File: src/rtl/sram_2_16_sky130a_ctrl.sv
// Host-side initiator for the single-port RW SRAM macro: request/response handshakes
// mapped onto registered macro-port cycles, plus a whole-array clear sequencer.
module sram_2_16_sky130a_ctrl #(
    parameter int DATA_WIDTH = 2,
    parameter int ADDR_WIDTH = 4,
    parameter logic [DATA_WIDTH-1:0] CLEAR_VAL = '0
) (
    input  logic                  clk0,
    input  logic                  rst0,
    input  logic                  req_valid,
    output logic                  req_ready,
    input  logic                  req_we,
    input  logic [ADDR_WIDTH-1:0] req_addr,
    input  logic [DATA_WIDTH-1:0] req_wdata,
    output logic                  rsp_valid,
    input  logic                  rsp_ready,
    output logic [DATA_WIDTH-1:0] rsp_rdata,
    input  logic                  init_start,
    output logic                  init_busy,
    output logic                  csb0,
    output logic                  web0,
    output logic [ADDR_WIDTH-1:0] addr0,
    output logic [DATA_WIDTH-1:0] din0,
    input  logic [DATA_WIDTH-1:0] dout0
);

    // state  | meaning
    // IDLE   | waiting for init_start or a request; req_ready high
    // ACCESS | macro port driven for one cycle (read or write)
    // RDWAIT | macro deselected; dout0 sampled at the closing edge
    // RESP   | rsp_valid held until the host takes the data
    // INIT   | writing CLEAR_VAL to every address in turn
    localparam logic [2:0] IDLE   = 3'd0;
    localparam logic [2:0] ACCESS = 3'd1;
    localparam logic [2:0] RDWAIT = 3'd2;
    localparam logic [2:0] RESP   = 3'd3;
    localparam logic [2:0] INIT   = 3'd4;

    localparam logic [ADDR_WIDTH-1:0] LAST_ADDR = '1;

    logic [2:0]            state;
    logic [ADDR_WIDTH-1:0] init_cnt;

    always_ff @(posedge clk0) begin
        if (rst0) begin
            state     <= IDLE;
            req_ready <= 1'b0;
            rsp_valid <= 1'b0;
            rsp_rdata <= '0;
            init_busy <= 1'b0;
            init_cnt  <= '0;
            csb0      <= 1'b1;
            web0      <= 1'b1;
            addr0     <= '0;
            din0      <= '0;
        end else begin
            case (state)
                IDLE: begin
                    // req_ready is held low through reset; the first edge after release raises it
                    if (!req_ready) begin
                        req_ready <= 1'b1;
                    end else if (init_start) begin
                        state     <= INIT;
                        req_ready <= 1'b0;
                        init_busy <= 1'b1;
                        init_cnt  <= '0;
                        csb0      <= 1'b0;
                        web0      <= 1'b0;
                        addr0     <= '0;
                        din0      <= CLEAR_VAL;
                    end else if (req_valid) begin
                        state     <= ACCESS;
                        req_ready <= 1'b0;
                        csb0      <= 1'b0;
                        web0      <= ~req_we;
                        addr0     <= req_addr;
                        din0      <= req_wdata;
                    end
                end
                ACCESS: begin
                    csb0 <= 1'b1;
                    web0 <= 1'b1;
                    if (!web0) begin
                        state     <= IDLE;
                        req_ready <= 1'b1;
                    end else begin
                        state <= RDWAIT;
                    end
                end
                RDWAIT: begin
                    rsp_rdata <= dout0;
                    rsp_valid <= 1'b1;
                    state     <= RESP;
                end
                RESP: begin
                    if (rsp_ready) begin
                        rsp_valid <= 1'b0;
                        req_ready <= 1'b1;
                        state     <= IDLE;
                    end
                end
                INIT: begin
                    init_cnt <= init_cnt + 1'b1;
                    if (init_cnt == LAST_ADDR) begin
                        state     <= IDLE;
                        csb0      <= 1'b1;
                        web0      <= 1'b1;
                        init_busy <= 1'b0;
                        req_ready <= 1'b1;
                    end else begin
                        addr0 <= init_cnt + 1'b1;
                    end
                end
                default: begin
                    state     <= IDLE;
                    req_ready <= 1'b0;
                    rsp_valid <= 1'b0;
                    init_busy <= 1'b0;
                    csb0      <= 1'b1;
                    web0      <= 1'b1;
                end
            endcase
        end
    end

endmodule

File: config.mk
export PLATFORM = sky130hd
export DESIGN_NAME = sram_2_16_sky130a_ctrl
export DESIGN_NICKNAME = d
export VERILOG_FILES = /design/src/rtl/sram_2_16_sky130a_ctrl.sv
export SDC_FILE = /design/constraint.sdc
export NUM_CORES = 1
export LEC_CHECK = 0
export CORE_MARGIN = 2
export CORE_UTILIZATION = 46
export CTS_CLUSTER_SIZE = 20
export DETAILED_ROUTE_END_ITERATION = 7
export GPL_ROUTABILITY_DRIVEN = 0
export PLACE_DENSITY = 0.87
export SYNTH_ARGS = -nofsm -noshare
export SYNTH_HDL_FRONTEND = slang
export SYNTH_SLANG_ARGS = --single-unit
export TNS_END_PERCENT = 30
File: constraint.sdc
create_clock -name clk0 -period 2.2 [get_ports clk0]
set_clock_uncertainty 0.1 [all_clocks]
set_input_delay 0.33 -clock clk0 [delete_from_list [all_inputs] [get_ports clk0]]
set_output_delay 0.33 -clock clk0 [all_outputs]
set_load 0.02 [all_outputs]
==> flow_summary.ini, run 1 <==
[clock_tree]
clock_path_buffers = 2
root_buffer = clkbuf_4
ctsResizeCount = 0
tritoncts = done
cts.sinks = 20
cts_made_buffers = 3
post_cts_buffers = 0
h-tree-depth = 1
clk_pin_slew_ns = 0.12
insertion_delay_ns = 0.30
holdBufCountCts = 0

[pwr]
combPwrFrac_pct = 48.6
p_leak_nw = 0.487
pwr_density_cell_nw_per_um2 = 1120
switching_share_pct = 39.2
intPower_mw = 0.903
switchingPower_mw = 0.582
pwr-share-seq_pct = 37.0
ir_worst_vdd_mv = 0.592
clkPwrFrac_pct = 14.4

[timing]
fin_crit_sh_pct = 82.8
finalCriticalPeriod_ns = 1.82
max_freq_ghz = 0.549
drv_slew = 0
setup_viol = 0
tightest_slew_ns = 0.542
relSlewSlack_pct = 63.7
tns_ns = 0
postLayoutSetupSlackWorst_ns = 0.378
finalHoldViolations = 0
rsz0062_at_grt = false

[drt]
wirelength_um = 2390
viasPerCell = 5.72
first_iter_violations = 26
vias = 955
drt_pass1_iterations = 4
ant_nets = 0
drc = 0
routedWlPerCell_um = 14.3

[place]
io_buffers = 26
dp_hpwl_um = 1790
pre_cts_ws_ns = 0.304

[die]
pin_count = 27
fp.dieH_um = 50.6
dieArea_um2 = 2560
rows = 16
start_util_pct = 49.9
die-width_um = 50.6
core_um2 = 2000

[cells_and_area]
n_antenna_cell = 0
seqCellArea_um2 = 400
drive_gt1_share_pct = 9.29
n_fill_cell = 168
area_delta_synth_final_pct = 33.3
multi_input_area_um2 = 554
nNetsFinal = 156

[status]
outcome = complete, no violations

[critical_path]
path_cells = clkdlybuf4s50_1
required_ns = 1.77
worstPathArrival_ns = 1.39
crit_family = buffers and inverters
worst-path-stages = 1
crit_slowest_cell = clkdlybuf4s50_1
worst_setup_path_start_kind = flip-flop
critPathCaptureType = output port
crit_fanout = 6
critPathKind = reg2out
ff2ff_path_depth = 5
crit_buf_inv = 1
slowest_delay_ns = 0.64

[worst_hold_path]
min_path_type = reg2reg
whs_path_depth = 2

[synthesis]
synth_cell_type_count = 40
yosysTopAreaCell = dfxtp_1
synth_area_um2 = 998
synth_top_area_share_pct = 40.1
yosysMostFrequentCell = dfxtp_1
yosysSeqAreaShare_pct = 40.1
synth_top_cells_by_area = dfxtp_1 (40%), a21oi_1 (6.5%), nor2_1 (6.4%), o2bb2ai_4 (2.8%), a211oi_2 (2.5%)
synth_enable_flop_cells = 0
syn_inst = 113
synth_ff_type = dfxtp_1
async_reset_ff_share_pct = 0
syn-num-nets = 128
synth-seq-cells = 20
synth_common_cells = dfxtp_1 (20), nor2_1 (17), a21oi_1 (13)
ys_warn_count = 0
syn_area_per_cell_um2 = 8.84

[grt]
grt_usage_pct = 21.4
grt_pass1_wl_um = 4170
overflow = 0
grt_pass1_vias = 957
grt_max_degree = 14
antenna_found_initial = 0

[run]
maxCapViolations = 0
final timing paths:
check,start,endpoint,slack [ns]
worst min register to register,din0[0],din0[0],0.38
worst min-delay path,din0[0],din0[0],0.38
worst max-delay path,req_ready,req_ready,0.38
worst max register to register,init_cnt[0],req_ready,0.44
sequential cells by signal, indices dropped and copies added, names as in the netlist, 2 cells and up:
| name | count |
|---|---|
| din0 | 2 |
| addr0 | 4 |
| rsp_rdata | 2 |
| init_cnt | 4 |
| state | 3 |
per-layer routing:
metal | vias to the layer above | wire [um] | GRT usage (%)
met5 | - | 0 | 0
met4 | 0 | 12 | 6.76
met3 | 2 | 182 | 4.17
met2 | 44 | 1210 | 39.0
met1 | 437 | 985 | 25.0
li1 | 472 | - | -
cell type report:
cell class | count | area share, %
multi-input cells | 85 | 41.6
flip-flops and latches | 20 | 30.1
repair buffers | 30 | 22.7
clock buffers | 4 | 2.73
well taps | 27 | 2.54
inverters | 1 | 0.282
power by group through the flow:
stage	Combinational, mW	Sequential (mW)	Clock, mW
final	0.722	0.549	0.213
after global routing	0.780	0.565	0.233
after CTS	0.725	0.547	0.218
after detailed placement	0.721	0.553	0
after global placement	0.701	0.550	0
after floorplan	0.394	0.615	0
cell usage in the layout (no fill, tap or decap), types with 2 or more instances in the layout:
cell type,count
a22oi_1,3
o21ai_0,5
or3_1,2
mux2i_1,2
a21o_1,2
clkdlybuf4s50_1,26
nand3b_1,3
nand3_1,3
clkbuf_4,3
o21ai_1,3
nor3_1,5
a21oi_1,13
nand2_1,2
a211oi_1,2
dfxtp_1,20
a31oi_1,2
nor2_1,17
buf_4,3
a211oi_2,2
stage by stage:
step | cells | hold WS [ns] | total power [mW] | cell area [um^2] | util [%]
floorplan | 113 | 0.320 | 1.01 | 998 | -
global route | 167 | 0.406 | 1.58 | 1330 | 66.5
detailed placement | 163 | 0.367 | 1.27 | 1290 | 64.7
global placement | 163 | 0.367 | 1.25 | 1290 | 64.7
CTS | 167 | 0.384 | 1.49 | 1330 | 66.5
finish | 167 | 0.381 | 1.48 | 1330 | 66.5
cells by family (layout without fill, tap and decap cells):
group | after synthesis | count (layout) | share of synthesized area [%]
compound gates | 39 | 39 | 27.9
flops | 20 | 20 | 40.1
mux | 2 | 2 | 2.01
buf+inv | 8 | 35 | 4.39
simple gates | 41 | 41 | 22.6
fa+ha+maj | 1 | 1 | 1.25
xor+xnor | 2 | 2 | 1.75
No activity file was read; power rests on OpenSTA's default activity.
==> run 2: changes to the inputs <==
Clock period 2.2 ns to 1.8 ns, I/O delays scaled along.
==> run 2 against run 1 <==
Net effect:
- combinational power rose by 28%
- utilization rose by 2.5 points
- global-route usage fell by 0.13 points
- sequential share of layout area fell by 0.82 points
- worst hold slack improved by 0.013 ns
- final area rose by 3.8%
- sequential power rose by 23%
- count of clock-buffer cells in the layout fell by 1
- flip-flop and latch count did not move
- critical path type unchanged
- largest cell class unchanged
- largest power group unchanged
==> flow_summary.ini, run 2 (synthesis gave the netlist of run 1 again) <==
[die]
dieArea_um2 = 2560
start_util_pct = 49.9
core_um2 = 2000
pin_count = 27
rows = 16
die-width_um = 50.6
fp.dieH_um = 50.6

[critical_path]
required_ns = 1.43
critPathCaptureType = output port
worst_setup_path_start_kind = flip-flop
timing.rr.start = state[2]
ff2ff_path_depth = 5
slowest_delay_ns = 0.63
r2r-end = addr0[3]
crit_buf_inv = 1
crit_fanout = 3
crit_slowest_cell = clkdlybuf4s50_1
r2r_slack_ns = 0.16
crit_family = buffers and inverters
worstPathArrival_ns = 1.36
path_cells = clkdlybuf4s50_1
critPathKind = reg2out

[grt]
grt_pass1_vias = 949
grt_pass1_wl_um = 4200
grt_usage_pct = 21.3
grt_max_degree = 14
antenna_found_initial = 0
overflow = 0

[clock_tree]
cts.sinks = 20
clock_path_buffers = 2
root_buffer = clkbuf_4
insertion_delay_ns = 0.32
cts_made_buffers = 3
tritoncts = done
h-tree-depth = 1
clk_pin_slew_ns = 0.13

[run]
maxCapViolations = 0

[timing]
max_freq_ghz = 0.579
setup_viol = 0
whs_ns = 0.394
relSlewSlack_pct = 62.1
finalHoldViolations = 0
tightest_slew_ns = 0.564
finalCriticalPeriod_ns = 1.73
fin_crit_sh_pct = 96.0
postLayoutSetupSlackWorst_ns = 0.0724
drv_slew = 0

[worst_hold_path]
hold_path.startpoint = din0[0]
whs_path_depth = 2
holdPathEnd = din0[0]
min_path_type = reg2reg

[status]
outcome = complete, no violations

[pwr]
ir_worst_vdd_mv = 0.884
pwr_density_cell_nw_per_um2 = 1430
p_leak_nw = 0.516

[cells_and_area]
drive_gt1_share_pct = 15.2
top_regs = addr0: 4 flops, init_cnt: 4 flops, state: 3 flops
final_common_cell = clkdlybuf4s50_1
nNetsFinal = 161
area_delta_synth_final_pct = 38.3
n_antenna_cell = 0
final_cell_mix = clkdlybuf4s50_1 (26), nor2_1 (17), dfxtp_1 (17)

[drt]
viasPerCell = 5.61
routedWlPerCell_um = 14.7
ant_nets = 0
drt_pass1_iterations = 4
first_iter_violations = 25
wirelength_um = 2540
drc = 0
vias = 965

[place]
io_buffers = 26
pre_cts_ws_ns = -0.0439
dp_hpwl_um = 1780
## run 2: cell type report
type | count | area, um^2
sequential | 20 | 404
clock buffer | 3 | 22.5
multi-input combinational | 85 | 559
timing repair buffer | 35 | 328
inverter | 1 | 3.75
clock inverter | 1 | 30.0
tap | 27 | 33.8
fill | 167 | 621
## run 2: worst max path at each step
stage | startpoint | end | cells past startpoint
finish | req_ready | req_ready | 1
global route | init_cnt[0] | req_ready | 5
CTS | init_cnt[0] | req_ready | 5
detailed placement | init_start | web0 | 5
global placement | init_start | web0 | 5
floorplan | init_cnt[0] | req_ready | 5
## run 2: routing by layer
layer	wire length [um]	share of wire (%)	global-route usage, %	vias to the layer above
met5	0	0	0	-
met2	1270	50	34.6	25
met4	37	1.5	8.56	0
li1	-	-	-	481
met3	95	3.7	3.27	2
met1	1140	45	28.1	457
## run 2: through the flow
step	util [%]	cell area (um^2)	std cells	power (mW)	TNS [ns]
finish	69.0	1380	172	1.97	0
global route	69.0	1380	172	2.08	-0.00400
CTS	68.2	1370	171	1.95	0
detailed placement	65.6	1310	167	1.56	-0.158
global placement	65.6	1310	167	1.53	-0.00190
floorplan	-	998	113	1.23	0
## run 2: power by group
part / internal, mW / total, mW / switching [mW]
combinational: 0.443 / 0.921 / 0.478
sequential: 0.560 / 0.673 / 0.113
clock: 0.226 / 0.381 / 0.155
total: 1.23 / 1.97 / 0.747
## run 2: what timing repair did
| item | in CTS | in global routing |
|---|---|---|
| endpoints found under the setup margin | 0 | 8 |
| hold buffers | 0 | 0 |
| resized for setup | 0 | 4 |
| hold endpoints to repair | 0 | 0 |
| setup buffers | 0 | 1 |
